$ cat config.mk
export PLATFORM = sky130hd
export DESIGN_NAME = instr_trace_unit
export DESIGN_NICKNAME = d
export VERILOG_FILES = /design/src/rtl/instr_trace_unit.sv
export SDC_FILE = /design/constraint.sdc
export NUM_CORES = 1
export LEC_CHECK = 0
export ABC_AREA = 1
export BUFFER_PORTS_ARGS = -buffer_cell sky130_fd_sc_hd__buf_4
export CORE_MARGIN = 5
export CORE_UTILIZATION = 35
export CTS_CLUSTER_DIAMETER = 60
export CTS_CLUSTER_SIZE = 30
export DETAILED_ROUTE_END_ITERATION = 8
export SYNTH_ARGS = -nofsm -noshare
export SYNTH_HDL_FRONTEND = slang
export SYNTH_SLANG_ARGS = --single-unit
$ cat constraint.sdc
create_clock -name clk -period 9.65 [get_ports clk]
set_clock_uncertainty 0.2 [all_clocks]
set_input_delay 1.93 -clock clk [delete_from_list [all_inputs] [get_ports clk]]
set_output_delay 1.93 -clock clk [all_outputs]
set_load 0.01 [all_outputs]
$ cat src/rtl/instr_trace_unit.sv
// Per-cycle instruction trace/profiling block: classifies IF-stage instructions,
// keeps saturating counters and buffers {pc, class[, wd]} records. Define TRACE_WD_EN to carry writeback data.
module instr_trace_unit #(
    parameter int PC_W   = 32,
    parameter int DATA_W = 32,
    parameter int DEPTH  = 16,
    parameter int CNT_W  = 16
) (
    input  logic                     clk,
    input  logic                     rst,
    input  logic                     clear,
    input  logic                     en,
    input  logic                     in_valid,
    input  logic [PC_W-1:0]          in_pc,
    input  logic [31:0]              in_instr,
    input  logic [DATA_W-1:0]        in_wd,
    output logic                     out_valid,
    input  logic                     out_ready,
    output logic [PC_W-1:0]          out_pc,
    output logic [4:0]               out_class,
`ifdef TRACE_WD_EN
    output logic [DATA_W-1:0]        out_wd,
`endif
    input  logic [4:0]               cnt_sel,
    output logic [CNT_W-1:0]         cnt_value,
    output logic [CNT_W-1:0]         cycle_count,
    output logic [CNT_W-1:0]         drop_count,
    output logic                     overflow,
    output logic [$clog2(DEPTH):0]   level
);

    localparam int AW = $clog2(DEPTH);
    localparam int NCLS = 17;
`ifdef TRACE_WD_EN
    localparam int ENTRY_W = PC_W + 5 + DATA_W;
`else
    localparam int ENTRY_W = PC_W + 5;
`endif

    localparam logic [CNT_W-1:0] CNT_ONE  = 1;
    localparam logic [CNT_W-1:0] CNT_MAX  = '1;
    localparam logic [AW-1:0]    PTR_ONE  = 1;
    localparam logic [AW:0]      LVL_ONE  = 1;
    localparam logic [AW:0]      LVL_FULL = (AW+1)'(DEPTH);

    localparam logic [4:0] C_NOP   = 5'd0;
    localparam logic [4:0] C_ADD   = 5'd1;
    localparam logic [4:0] C_SUB   = 5'd2;
    localparam logic [4:0] C_AND   = 5'd3;
    localparam logic [4:0] C_OR    = 5'd4;
    localparam logic [4:0] C_SLT   = 5'd5;
    localparam logic [4:0] C_SRL   = 5'd6;
    localparam logic [4:0] C_MULTU = 5'd7;
    localparam logic [4:0] C_MFHI  = 5'd8;
    localparam logic [4:0] C_MFLO  = 5'd9;
    localparam logic [4:0] C_MADDU = 5'd10;
    localparam logic [4:0] C_LW    = 5'd11;
    localparam logic [4:0] C_SW    = 5'd12;
    localparam logic [4:0] C_BEQ   = 5'd13;
    localparam logic [4:0] C_J     = 5'd14;
    localparam logic [4:0] C_ADDIU = 5'd15;
    localparam logic [4:0] C_OTHER = 5'd16;

    function automatic logic [4:0] classify(input logic [5:0] op, input logic [5:0] fn);
        logic [4:0] c;
        c = C_OTHER;
        if (op == 6'h00) begin
            case (fn)
                6'h00:   c = C_NOP;
                6'h20:   c = C_ADD;
                6'h22:   c = C_SUB;
                6'h24:   c = C_AND;
                6'h25:   c = C_OR;
                6'h2A:   c = C_SLT;
                6'h02:   c = C_SRL;
                6'h19:   c = C_MULTU;
                6'h10:   c = C_MFHI;
                6'h12:   c = C_MFLO;
                default: c = C_OTHER;
            endcase
        end else begin
            case (op)
                6'h1C:   c = C_MADDU;
                6'h23:   c = C_LW;
                6'h2B:   c = C_SW;
                6'h04:   c = C_BEQ;
                6'h02:   c = C_J;
                6'h09:   c = C_ADDIU;
                default: c = C_OTHER;
            endcase
        end
        return c;
    endfunction

    logic [ENTRY_W-1:0] mem [DEPTH];
    logic [AW-1:0]      wr_ptr, rd_ptr;
    logic [AW:0]        count;
    logic [CNT_W-1:0]   cls_cnt [NCLS];
    logic [CNT_W-1:0]   cyc_cnt, drp_cnt;
    logic               ovf;

    logic               capture, pop, push, full;
    logic [4:0]         cur_class;
    logic [ENTRY_W-1:0] entry, head;

    // Handshake: a record transfers on any edge where out_valid && out_ready are both
    // high; out_valid never depends on out_ready, and clear overrides the transfer.
    assign capture   = en && in_valid && !clear;
    assign full      = (count == LVL_FULL);
    assign out_valid = (count != '0);
    assign pop       = out_valid && out_ready && !clear;
    assign push      = capture && (!full || pop);
    assign cur_class = classify(in_instr[31:26], in_instr[5:0]);

`ifdef TRACE_WD_EN
    assign entry = {in_pc, cur_class, in_wd};
    logic unused_bits;
    assign unused_bits = ^in_instr[25:6];
`else
    assign entry = {in_pc, cur_class};
    logic unused_bits;
    assign unused_bits = ^{in_instr[25:6], in_wd};
`endif

    // Storage is not reset; head outputs are gated by out_valid instead.
    always_ff @(posedge clk) begin
        if (push) mem[wr_ptr] <= entry;
    end

    always_ff @(posedge clk or negedge rst) begin
        if (!rst) begin
            wr_ptr <= '0;
            rd_ptr <= '0;
            count  <= '0;
        end else if (clear) begin
            wr_ptr <= '0;
            rd_ptr <= '0;
            count  <= '0;
        end else begin
            if (push) wr_ptr <= wr_ptr + PTR_ONE;
            if (pop)  rd_ptr <= rd_ptr + PTR_ONE;
            case ({push, pop})
                2'b10:   count <= count + LVL_ONE;
                2'b01:   count <= count - LVL_ONE;
                default: count <= count;
            endcase
        end
    end

    always_ff @(posedge clk or negedge rst) begin
        if (!rst) begin
            for (int i = 0; i < NCLS; i++) cls_cnt[i] <= '0;
            cyc_cnt <= '0;
            drp_cnt <= '0;
            ovf     <= 1'b0;
        end else if (clear) begin
            for (int i = 0; i < NCLS; i++) cls_cnt[i] <= '0;
            cyc_cnt <= '0;
            drp_cnt <= '0;
            ovf     <= 1'b0;
        end else begin
            if (en && cyc_cnt != CNT_MAX) cyc_cnt <= cyc_cnt + CNT_ONE;
            if (capture && cls_cnt[cur_class] != CNT_MAX)
                cls_cnt[cur_class] <= cls_cnt[cur_class] + CNT_ONE;
            // Class counters see every capture; only the FIFO push can be lost.
            if (capture && !push) begin
                ovf <= 1'b1;
                if (drp_cnt != CNT_MAX) drp_cnt <= drp_cnt + CNT_ONE;
            end
        end
    end

    assign head      = mem[rd_ptr];
    assign out_pc    = out_valid ? head[ENTRY_W-1 -: PC_W] : '0;
    assign out_class = out_valid ? head[ENTRY_W-PC_W-1 -: 5] : '0;
`ifdef TRACE_WD_EN
    assign out_wd    = out_valid ? head[DATA_W-1:0] : '0;
`endif

    assign cnt_value   = (cnt_sel < 5'd17) ? cls_cnt[cnt_sel] : '0;
    assign cycle_count = cyc_cnt;
    assign drop_count  = drp_cnt;
    assign overflow    = ovf;
    assign level       = count;

endmodule

==> summary.md <==
| Metric | Value |
|---|---|
| Syn Area/Cell | `9.291 um2` |
| Slew @ Worst Pin | `around 1300 ps` |
| Die W | `~360 um` |
| #FFs+latches synth | `910` |
| Vias in the first global route | `31,550` |
| Die ar. | `roughly 130,000 um2` |
| Largest net degree at the start of global routing | `160` |
| Top-count cell post-synth | `nand2_1` |
| Vias after detailed routing | `33,576` |
| PwrDens | `209.1 nW/um2` |
| Via density | `5.313` |
| Synthesis-to-layout area growth | `13.50%` |
| Fin nets | `4,733` |
| Post-Place Cells | `6,148` |
| Resized Gates After CTS | `0` |
| Cts hold-fix bufs | `0` |
| Final worst-path cycle share | `between 70% and 80%` |
| Max frequency | `~140 MHz` |
| Worst-path maximum fanout | `around 80` |
| Per-cell routed wire length | `20.32 um` |
| DRC | `0` |
| Layout Utilization | `40.02%` |
| Period minus WS final | `7328 ps` |
| Clock root buffer | `clkbuf_16` |
| H-tree depth | `3` |
| Clock buffer depth | `3` |
| Number of CTS-inserted buffers | `89` |
| Number of flops mapped to enable cells by yosys | `between 500 and 600` |
| Setup TNS | `0 ps` |
| First-pass GRT wire length | `195.1 mm` |
| Synth unique cells | `48` |
| Startpoint types | `input pin` |
| Iteration-0 DRC Markers | `3,348` |
| Non-Filler Instances | `6,320` |
| Hold Fails Final Rpt | `0` |
| Post-CTS Setup Inserts | `0` |
| Critical path type | `in2out` |
| Syn Inst Count | `4,626` |
| Top cells by area, synth | `edfxtp_1 (41%), dfrtp_1 (19%), nand2_1 (12%)` |
| Worst-Skew Late Latency | `690 ps` |
| Layout cell share with drive strength beyond 1 | `roughly 9.6%` |
| RSZ-0062 raised after global routing | `false` |
| Seq/Total Area, Yosys | `roughly 60%` |
| Synth area leader | `edfxtp_1` |
| GRT Overall Usage | `19.10%` |
| Pre-CTS WS | `just over 2000 ps` |
| Finish-stage setup viols | `0` |
| Maximum VDD drop | `0.1803 mV` |
| Status | `finished clean` |
| Core box area | `121,900 um2` |
| CTS clk-pin slew, worst paths | `80 ps` |
| Initial antenna violation count | `6` |
| Main synth FF type | `edfxtp_1` |
| Die Y | `360.4 um` |
| Worst Path Arrival | `~5200 ps` |
| Synthesized area | `approximately 43,000 um2` |
| Slew Limit Fails | `0` |
| Setup ws final | `2322 ps` |
| Final WL | `128.4 mm` |
| Worst hold path class | `reg2reg` |
| Initial core utilization | `a little over a third` |
| Post-route ant nets | `0` |
| Mapped Nets | `4,745` |
| Data required, critical path | `7520 ps` |
| Async set-reset flop share out of synthesis | `34.95%` |
| DRT Pass-1 Iters | `7` |
| Final HPWL DP | `71.30 mm` |
| Synth warnings | `0` |
| Worst Setup End Kind | `output pin` |
| # Max-Cap Violations | `0` |
| Synth top cells by count | `nand2_1 (1,361), edfxtp_1 (592), nand3_1 (416)` |
| Gpl congestion | `0.8606` |
| Std cell rows | `between 100 and 150` |
| TritonCTS clock tree | `done` |
| Rel. slew slack | `between 10% and 20%` |
| I/O Buffers | `about 150` |
| Leak pwr | `20.14 nW` |
| CTS Sinks | `slightly above 900` |
| Post-synth top area share | `41.36%` |
| # IOs | `199` |
| Grt ovf | `0` |
[cell families after synthesis]
group                    after synthesis  synth area share [%]
AO/OA/AOI/OAI                        834                 10.82
XOR/XNOR                              12                0.3057
AND/OR/NAND/NOR                     2204                 21.42
flip-flops                           910                 59.88
multiplexers                          74                 1.723
buffers and inverters                580                 5.485
adder cells (fa/ha/maj)               12                0.3668
[flip-flops by register name (all words and copies together), names as in the netlist]
register     flops
drop_count      16
cls_cnt        272
mem            592
wr_ptr           4
cycle_count     16
level            5
overflow         1
rd_ptr           4
[area by class of cell]
type,instances,area [um2]
clock inverter,71,1046
antenna,5,12.51
tap,1625,2033
clock buffer,96,2313
timing repair buffer,200,1546
inverter,277,1059
multi-input combinational,3136,15030
sequential,910,25740
fill,11867,73100
[layout by cell type, fill, tap and decap left out, types with 9 or more instances in the layout]
cell type  synthesis  final
nand2_1         1361   1360
edfxtp_1         592    592
nand3_1          416    416
o21ai_0          340    340
dfrtp_1          318    316
nor2_1           284    267
inv_1            260    255
a21oi_1          249    249
buf_4             23    196
clkbuf_16          0     89
o22ai_1           74     74
mux2i_1           74     74
nor3_1            56     56
o21ai_1           40     40
a211oi_1          39     39
o221ai_1          37     37
nand3b_1          26     26
nor2_2            24     24
nor2_4             5     22
a31oi_1           16     16
inv_8              0     16
o211ai_1          15     15
a221oi_1          15     15
inv_6              0     13
nand4_1           11     11
nand3_2           11     11
ha_1              11     11
bufinv_16          0     10
inv_2              7      9
[where the power goes]
group | leakage [nW] | internal, W | total [W] | switching, W
Clock | 1.61 | 0.00213 | 0.00391 | 0.00178
Combinational | 8.76 | 0.000659 | 0.00200 | 0.00135
Sequential | 9.77 | 0.00421 | 0.00428 | 0.0000777
Total | 20.1 | 0.00699 | 0.0102 | 0.00321
[metal layers]
layer	GRT usage [%]	up-vias	part of all wire [%]
met2	31.36	1220	47
li1	-	15786	-
met5	0	-	0.0078
met4	5.387	2	2.8
met3	3.408	224	7.5
met1	26.15	16344	42
[final timing paths]
check	from	to	slack, ps	depth (start not counted)
worst max register to register	level[0]$_DFFE_PN0P_	mem[8][35]$_DFFE_PP_	5560	9
worst min-delay path	rd_ptr[3]$_DFFE_PN0P_	rd_ptr[3]$_DFFE_PN0P_	290	1
max in group asynchronous	rst	cls_cnt[195]$_DFFE_PN0P_	6870	2
min in group asynchronous	rst	cls_cnt[174]$_DFFE_PN0P_	1050	1
worst max-delay path	cnt_sel[0]	cnt_value[9]	2320	10
worst min register to register	rd_ptr[3]$_DFFE_PN0P_	rd_ptr[3]$_DFFE_PN0P_	290	1
[critical path: stages]
cell and delay [ps]:
buf_4 510, inv_4 460, a21oi_1 250, o21ai_0 100, nand3_1 180, nand2_1 90
a31oi_1 200, a221oi_1 110, o21ai_0 970, buf_4 270
[metrics by stage]
| step | total power [W] | instance area, um2 | hold slack (ps) |
|---|---|---|---|
| floorplan | 0.005532 | 42980 | 233.4 |
| global placement | 0.006381 | 45410 | 278.0 |
| detailed placement | 0.006394 | 45410 | 283.7 |
| CTS | 0.01030 | 48770 | 294.2 |
| global route | 0.01063 | 48770 | 317.9 |
| finish | 0.01020 | 48780 | 294.7 |
No activity file was read; power rests on OpenSTA's default activity.
